`src/rtl/rv32.sv`:
```
`default_nettype none
// ============================================================================
// Package  : rv32
// Purpose  : Basic RV32 data types shared across the fetch slice.
// Revision : 1.0 - initial release
// ============================================================================
package rv32;

   typedef logic [31:0] word;

endpackage
`default_nettype wire

```
`src/rtl/lexington.sv`:
```
`default_nettype none
// ============================================================================
// Package  : lexington
// Purpose  : Fetch-stage FSM states, the NOP encoding and the buffer entry.
// Revision : 1.0 - initial release
// ============================================================================
package lexington;

   // IDLE: no request; REQ: request outstanding, data kept;
   // FLUSH: request outstanding, data discarded on ack
   typedef enum logic [1:0] {
      IDLE  = 2'd0,
      REQ   = 2'd1,
      FLUSH = 2'd2
   } fetch_state_t;

   // addi x0, x0, 0
   localparam rv32::word c_nop_inst = 32'h0000_0013;

   typedef struct packed {
      rv32::word inst;
      rv32::word pc;
      logic      misaligned;
   } fetch_entry_t;

endpackage
`default_nettype wire

```
`src/rtl/fetch_buf.sv`:
```
`default_nettype none
// ============================================================================
// Module   : fetch_buf
// Purpose  : 2-entry in-order instruction buffer with push/pop/flush/count.
//            A flush empties the buffer but may accept one entry in the same
//            cycle, which lands in slot 0 as the new head.
// Revision : 1.0 - initial release
// ============================================================================
module fetch_buf
   import lexington::*;
(
   input  logic       clk,
   input  logic       rst_n,
   input  logic       flush,
   input  logic       push,
   input  rv32::word  push_inst,
   input  rv32::word  push_pc,
   input  logic       push_mis,
   input  logic       pop,
   output rv32::word  head_inst,
   output rv32::word  head_pc,
   output logic       head_mis,
   output logic [1:0] count
);

   fetch_entry_t r_mem [2];
   fetch_entry_t w_push_entry;
   fetch_entry_t w_head;
   logic         r_wr_ptr;
   logic         r_rd_ptr;
   logic [1:0]   r_count;

   assign w_push_entry = '{inst: push_inst, pc: push_pc, misaligned: push_mis};

   // Storage, pointers and occupancy; the controller never pushes when full
   // nor pops when empty
   always_ff @(posedge clk or negedge rst_n) begin
      if (!rst_n) begin
         r_mem[0] <= '0;
         r_mem[1] <= '0;
         r_wr_ptr <= 1'b0;
         r_rd_ptr <= 1'b0;
         r_count  <= 2'd0;
      end else if (flush) begin
         r_rd_ptr <= 1'b0;
         r_wr_ptr <= push;
         r_count  <= {1'b0, push};
         if (push) begin
            r_mem[0] <= w_push_entry;
         end
      end else begin
         if (push) begin
            r_mem[r_wr_ptr] <= w_push_entry;
            r_wr_ptr        <= ~r_wr_ptr;
         end
         if (pop) begin
            r_rd_ptr <= ~r_rd_ptr;
         end
         r_count <= r_count + {1'b0, push} - {1'b0, pop};
      end
   end

   assign w_head    = r_mem[r_rd_ptr];
   assign head_inst = w_head.inst;
   assign head_pc   = w_head.pc;
   assign head_mis  = w_head.misaligned;
   assign count     = r_count;

endmodule
`default_nettype wire

```
`src/rtl/fetch_ctrl.sv`:
```
`default_nettype none
// ============================================================================
// Module   : fetch_ctrl
// Purpose  : Instruction fetch controller: single-outstanding bus requests,
//            2-entry instruction buffer, trap/mret/branch redirects.
// Config   : FETCH_MISALIGN_CHECK_EN - when defined, a redirect to a
//            non-word-aligned target is not fetched; a NOP marker entry with
//            fetch_misaligned=1 is presented and fetching halts until the
//            next redirect. When undefined, target[1:0] is forced to 2'b00.
// Revision : 1.0 - initial release
// ============================================================================
module fetch_ctrl
   import lexington::*;
#(
   parameter rv32::word RESET_ADDR = 32'h0000_0000
) (
   input  logic      clk,
   input  logic      rst_n,
   input  logic      stall,
   input  logic      branch_taken,
   input  rv32::word branch_target,
   input  logic      trap_req,
   input  rv32::word trap_vector,
   input  logic      mret_req,
   input  rv32::word mepc,
   output logic      ibus_req,
   output rv32::word ibus_addr,
   input  logic      ibus_ack,
   input  rv32::word ibus_rdata,
   output logic      inst_valid,
   output rv32::word inst,
   output rv32::word inst_pc,
   output rv32::word pc,
   output logic      fetch_misaligned
);

   fetch_state_t r_state;
   rv32::word    r_pc;
   rv32::word    r_addr;
   logic         r_req;
   logic         r_halt;

   rv32::word    w_target_raw;
   rv32::word    w_target;
   rv32::word    w_pc_inc;
   logic         w_redirect;
   logic         w_misaligned;
   logic         w_pop;
   logic         w_keep;
   logic         w_push;
   logic         w_space;
   logic [1:0]   w_count;
   logic [1:0]   w_count_next;
   rv32::word    w_push_inst;
   rv32::word    w_push_pc;
   rv32::word    w_head_inst;
   rv32::word    w_head_pc;
   logic         w_head_mis;

   assign w_redirect = trap_req | mret_req | branch_taken;

   // Redirect target selection: trap > mret > branch
   always_comb begin
      w_target_raw = branch_target;
      if (trap_req) begin
         w_target_raw = trap_vector;
      end else if (mret_req) begin
         w_target_raw = mepc;
      end
   end

`ifdef FETCH_MISALIGN_CHECK_EN
   assign w_target     = w_target_raw;
   assign w_misaligned = w_redirect & (w_target_raw[1:0] != 2'b00);
`else
   assign w_target     = w_target_raw & 32'hFFFF_FFFC;
   assign w_misaligned = 1'b0;
`endif

   assign w_pc_inc     = r_pc + 32'd4;
   assign w_pop        = inst_valid & ~stall;
   // Ack data is kept only in REQ and only when no redirect discards it
   assign w_keep       = (r_state == REQ) & ibus_ack & ~w_redirect;
   // A misaligned redirect replaces the buffer contents with the marker entry
   assign w_push       = w_keep | w_misaligned;
   assign w_push_inst  = w_misaligned ? c_nop_inst : ibus_rdata;
   assign w_push_pc    = w_misaligned ? w_target : r_pc;
   // Occupancy after this cycle's push and pop; one outstanding request at a
   // time guarantees room for its data when issued below 2
   assign w_count_next = w_count + {1'b0, w_keep} - {1'b0, w_pop};
   assign w_space      = (w_count_next < 2'd2);

   // Fetch FSM; redirects override the normal request/ack flow regardless of stall
   always_ff @(posedge clk or negedge rst_n) begin
      if (!rst_n) begin
         r_state <= IDLE;
         r_pc    <= RESET_ADDR;
         r_addr  <= RESET_ADDR;
         r_req   <= 1'b0;
         r_halt  <= 1'b0;
      end else if (w_redirect) begin
         r_pc   <= w_target;
         r_halt <= w_misaligned;
         if (r_req && !ibus_ack) begin
            r_state <= FLUSH;
         end else begin
            r_state <= IDLE;
            r_req   <= 1'b0;
         end
      end else begin
         case (r_state)
            IDLE: begin
               if (w_space && !r_halt) begin
                  r_state <= REQ;
                  r_req   <= 1'b1;
                  r_addr  <= r_pc;
               end
            end
            REQ: begin
               if (ibus_ack) begin
                  r_pc <= w_pc_inc;
                  if (w_space) begin
                     r_addr <= w_pc_inc;
                  end else begin
                     r_state <= IDLE;
                     r_req   <= 1'b0;
                  end
               end
            end
            FLUSH: begin
               if (ibus_ack) begin
                  r_state <= IDLE;
                  r_req   <= 1'b0;
               end
            end
            default: begin
               r_state <= IDLE;
               r_req   <= 1'b0;
            end
         endcase
      end
   end

   fetch_buf u_buf (
      .clk       (clk),
      .rst_n     (rst_n),
      .flush     (w_redirect),
      .push      (w_push),
      .push_inst (w_push_inst),
      .push_pc   (w_push_pc),
      .push_mis  (w_misaligned),
      .pop       (w_pop),
      .head_inst (w_head_inst),
      .head_pc   (w_head_pc),
      .head_mis  (w_head_mis),
      .count     (w_count)
   );

   assign ibus_req         = r_req;
   assign ibus_addr        = r_addr;
   assign pc               = r_pc;
   assign inst_valid       = (w_count != 2'd0);
   assign inst             = w_head_inst;
   assign inst_pc          = w_head_pc;
   // Slot contents may be stale once empty, so the marker flag follows valid
   assign fetch_misaligned = w_head_mis & inst_valid;

endmodule
`default_nettype wire

```
`config.mk`:
```
export PLATFORM = sky130hd
export DESIGN_NAME = fetch_ctrl
export DESIGN_NICKNAME = d
export VERILOG_FILES = /design/src/rtl/rv32.sv /design/src/rtl/lexington.sv /design/src/rtl/fetch_buf.sv /design/src/rtl/fetch_ctrl.sv
export SDC_FILE = /design/constraint.sdc
export NUM_CORES = 1
export LEC_CHECK = 0
export ABC_AREA = 1
export CORE_MARGIN = 2
export CORE_UTILIZATION = 39
export CTS_BUF_LIST = sky130_fd_sc_hd__clkbuf_4
export CTS_CLUSTER_DIAMETER = 100
export DETAILED_ROUTE_END_ITERATION = 16
export GPL_TIMING_DRIVEN = 0
export PLACE_DENSITY = 0.76
export SLEW_MARGIN = 20
export SYNTH_ARGS = -nofsm -noshare
export SYNTH_HDL_FRONTEND = slang
export SYNTH_HIERARCHICAL = 1
export SYNTH_SLANG_ARGS = --single-unit
```
`constraint.sdc`:
```
create_clock -name clk -period 4 [get_ports clk]
set_input_delay 0.6 -clock clk [delete_from_list [all_inputs] [get_ports clk]]
set_output_delay 0.6 -clock clk [all_outputs]
set_load 0.01 [all_outputs]
```
==> metrics.txt <==
status=finished clean; Multi-input gate area=4620 um^2; cell area after synthesis=10400 um^2; worst-path maximum fanout=10; Core Region=between 20000 and 30000 um^2; Die Width=167 um; total power=approximately 4.7 mW; Power Density=between 300 and 400 nW/um^2; synth unique cells=35; Max clock buf depth=2; Synth area leader=dfrtp_1; share of the synthesized area in the top cell type=0.476; TritonCTS Buffers=17; CTS tree=built; max-slew violation count=0; Worst Setup Path Type=flop to output pin; most common cell in the netlist=nand2_1; Detailed Place HPWL=26900 um; clock slew seen by the registers of the worst setup and hold paths=between 150 and 200 ps; Fin. Hold Viols=0; register area share after synthesis=0.476; # H-tree levels=4; leading post-synthesis cells by cell area=dfrtp_1, nand2_1, a21oi_1, nand3_1, nor2_1; area grow syn2layout=32.7%; die area=27900 um^2; CTS sink count=between 150 and 200; Pre-antenna DRT Iters=8; worst vdd rail ir drop=about 0.00019 V; post-place instance area=13400 um^2; Port Buffer Count=255; worst hold path class=input pin to asynchronous set/reset pin; RSZ-0062 raised after global routing=no; final net count=1806; async set-reset flop share out of synthesis=1.00; Hold Slack=490 ps; Final Non-Filler Cells=roughly 2000; Overflow after GRT=0; initial antenna violation count=1; initial core utilization=0.397; CP Launch Type=flop; layout cells sized above 1=0.0667; Synth warnings=6; post-route clock period utilization=0.787; nature of the critical path endpoint=output pin; Slew @ Worst Pin=1030 ps; insertion delay to the later sink of the worst-skew pair=600 ps; cell area after layout=13700 um^2; gr usage total=0.251; std cell rows=59; top post-synthesis cells by count=nand2_1, dfrtp_1, a21oi_1; fillers=between 2000 and 3000; Pleak=6.46 nW; Post-CTS Resized=0; Yosys reg bits=197; number of I/O pins=~270; Syn Area/Cell=7.50 um^2; WL/cell=17.7 um; Syn Inst Count=1381; Seq. cell area=4930 um^2; critical path required time=3400 ps; # setup viols final=0; Period minus WS final=3150 ps; vias in the first global route=just over 10000; DR vias/cell=5.26; Detailed Route WL=between 30000 and 40000 um; drt drc=0; WP data arrival=about 2600 ps; Post-synth EDFFs=0; first-pass GRT wire length=54900 um; Placed Cells=1982; Primary FF master, synth=dfrtp_1; antenna-violating nets left=0; Rel. slew slack=0.312; Fmax=318 MHz; largest net degree at the start of global routing=76; clk_skew=31.8 ps; CTS root buf=clkbuf_4; MaxCap Viol Count=0; Die H=167 um; GPL Wtd Cong=0.968; drt initial violations=1006; setup_tns=0 ps; DR vias=10600
## cells by family (layout without fill, tap and decap cells)
group	Yosys count	in the layout	share of synthesized area
simple gates	699	699	0.279
compound gates	270	270	0.144
flops	197	197	0.476
buf+inv	192	481	0.0811
xor+xnor	17	17	0.0144
fa+ha+maj	4	4	0.00483
other cells	1	11	0.000362
mux	1	1	0.000967
## state kept, by name, indices dropped and copies added, names as in the netlist
name,count
u_buf/r_mem,130
ibus_addr,30
pc,30
r_state,2
u_buf/count,2
ibus_req,1
u_buf/r_rd_ptr,1
u_buf/r_wr_ptr,1
## critical path, cell delays in order (launching register included)
cell	delay, ps
dfrtp_1	340
buf_2	160
clkbuf_1	420
nor2_1	90
a21oi_1	340
clkdlybuf4s50_1	620
## metal layers
metal / global-route usage / wire, um
met3: 0.0461 / 2690
met1: 0.316 / 14600
met5: 0 / 0
met2: 0.428 / 17300
met4: 0.0967 / 1120
## final timing paths
path,startpoint,endpoint,slack [ps],depth (start not counted)
min,rst_n,u_buf/r_mem[56]$_DFFE_PN0P_,490,2
max,u_buf/r_rd_ptr$_DFFE_PN0P_,inst_pc[12],850,5
min in group clk,u_buf/r_mem[113]$_DFFE_PN0P_,u_buf/r_mem[113]$_DFFE_PN0P_,490,2
max in group asynchronous,rst_n,r_state[0]$_DFFE_PN0P_,2400,4
max reg2reg,r_state[1]$_DFFE_PN0P_,u_buf/r_mem[48]$_DFFE_PN0P_,1220,9
min reg2reg,u_buf/r_mem[113]$_DFFE_PN0P_,u_buf/r_mem[113]$_DFFE_PN0P_,490,2
## per-stage QoR
step	setup slack [ps]	util
6_report	853	0.527
5_1_grt	717	0.527
4_1_cts	856	0.527
3_5_place_dp	370	0.515
3_3_place_gp	-5890	0.513
2_1_floorplan	1880	-
## cell type report
type | count | share of cell area
clock inverters | 13 | 0.0123
multi-input cells | 1001 | 0.336
well taps | 335 | 0.0305
repair buffers | 258 | 0.191
plain buffers | 84 | 0.0316
inverters | 108 | 0.0295
flip-flops and latches | 197 | 0.359
diodes | 1 | 0.000182
clock buffers | 18 | 0.00984
## cell usage in the layout (no fill, tap or decap), types with 32 or more instances in the layout
cell type,count
inv_1,103
nand2_1,456
clkbuf_1,32
dfrtp_1,197
nand3_1,105
clkdlybuf4s50_1,254
nor2_1,107
o21ai_1,72
a21oi_1,134
## report_power, final
part | leakage (nW) | internal (mW) | switching [mW] | total (mW)
logic | 4.02 | 0.600 | 0.570 | 1.17
clock network | 0.159 | 0.447 | 0.706 | 1.15
registers | 2.28 | 2.17 | 0.193 | 2.37
## timing repair
action,CTS,global route
setup buffers,0,0
hold buffers,1,0
setup endpoints to repair,0,0
endpoints found under the hold margin,52,0
No activity file was read; power rests on OpenSTA's default activity.
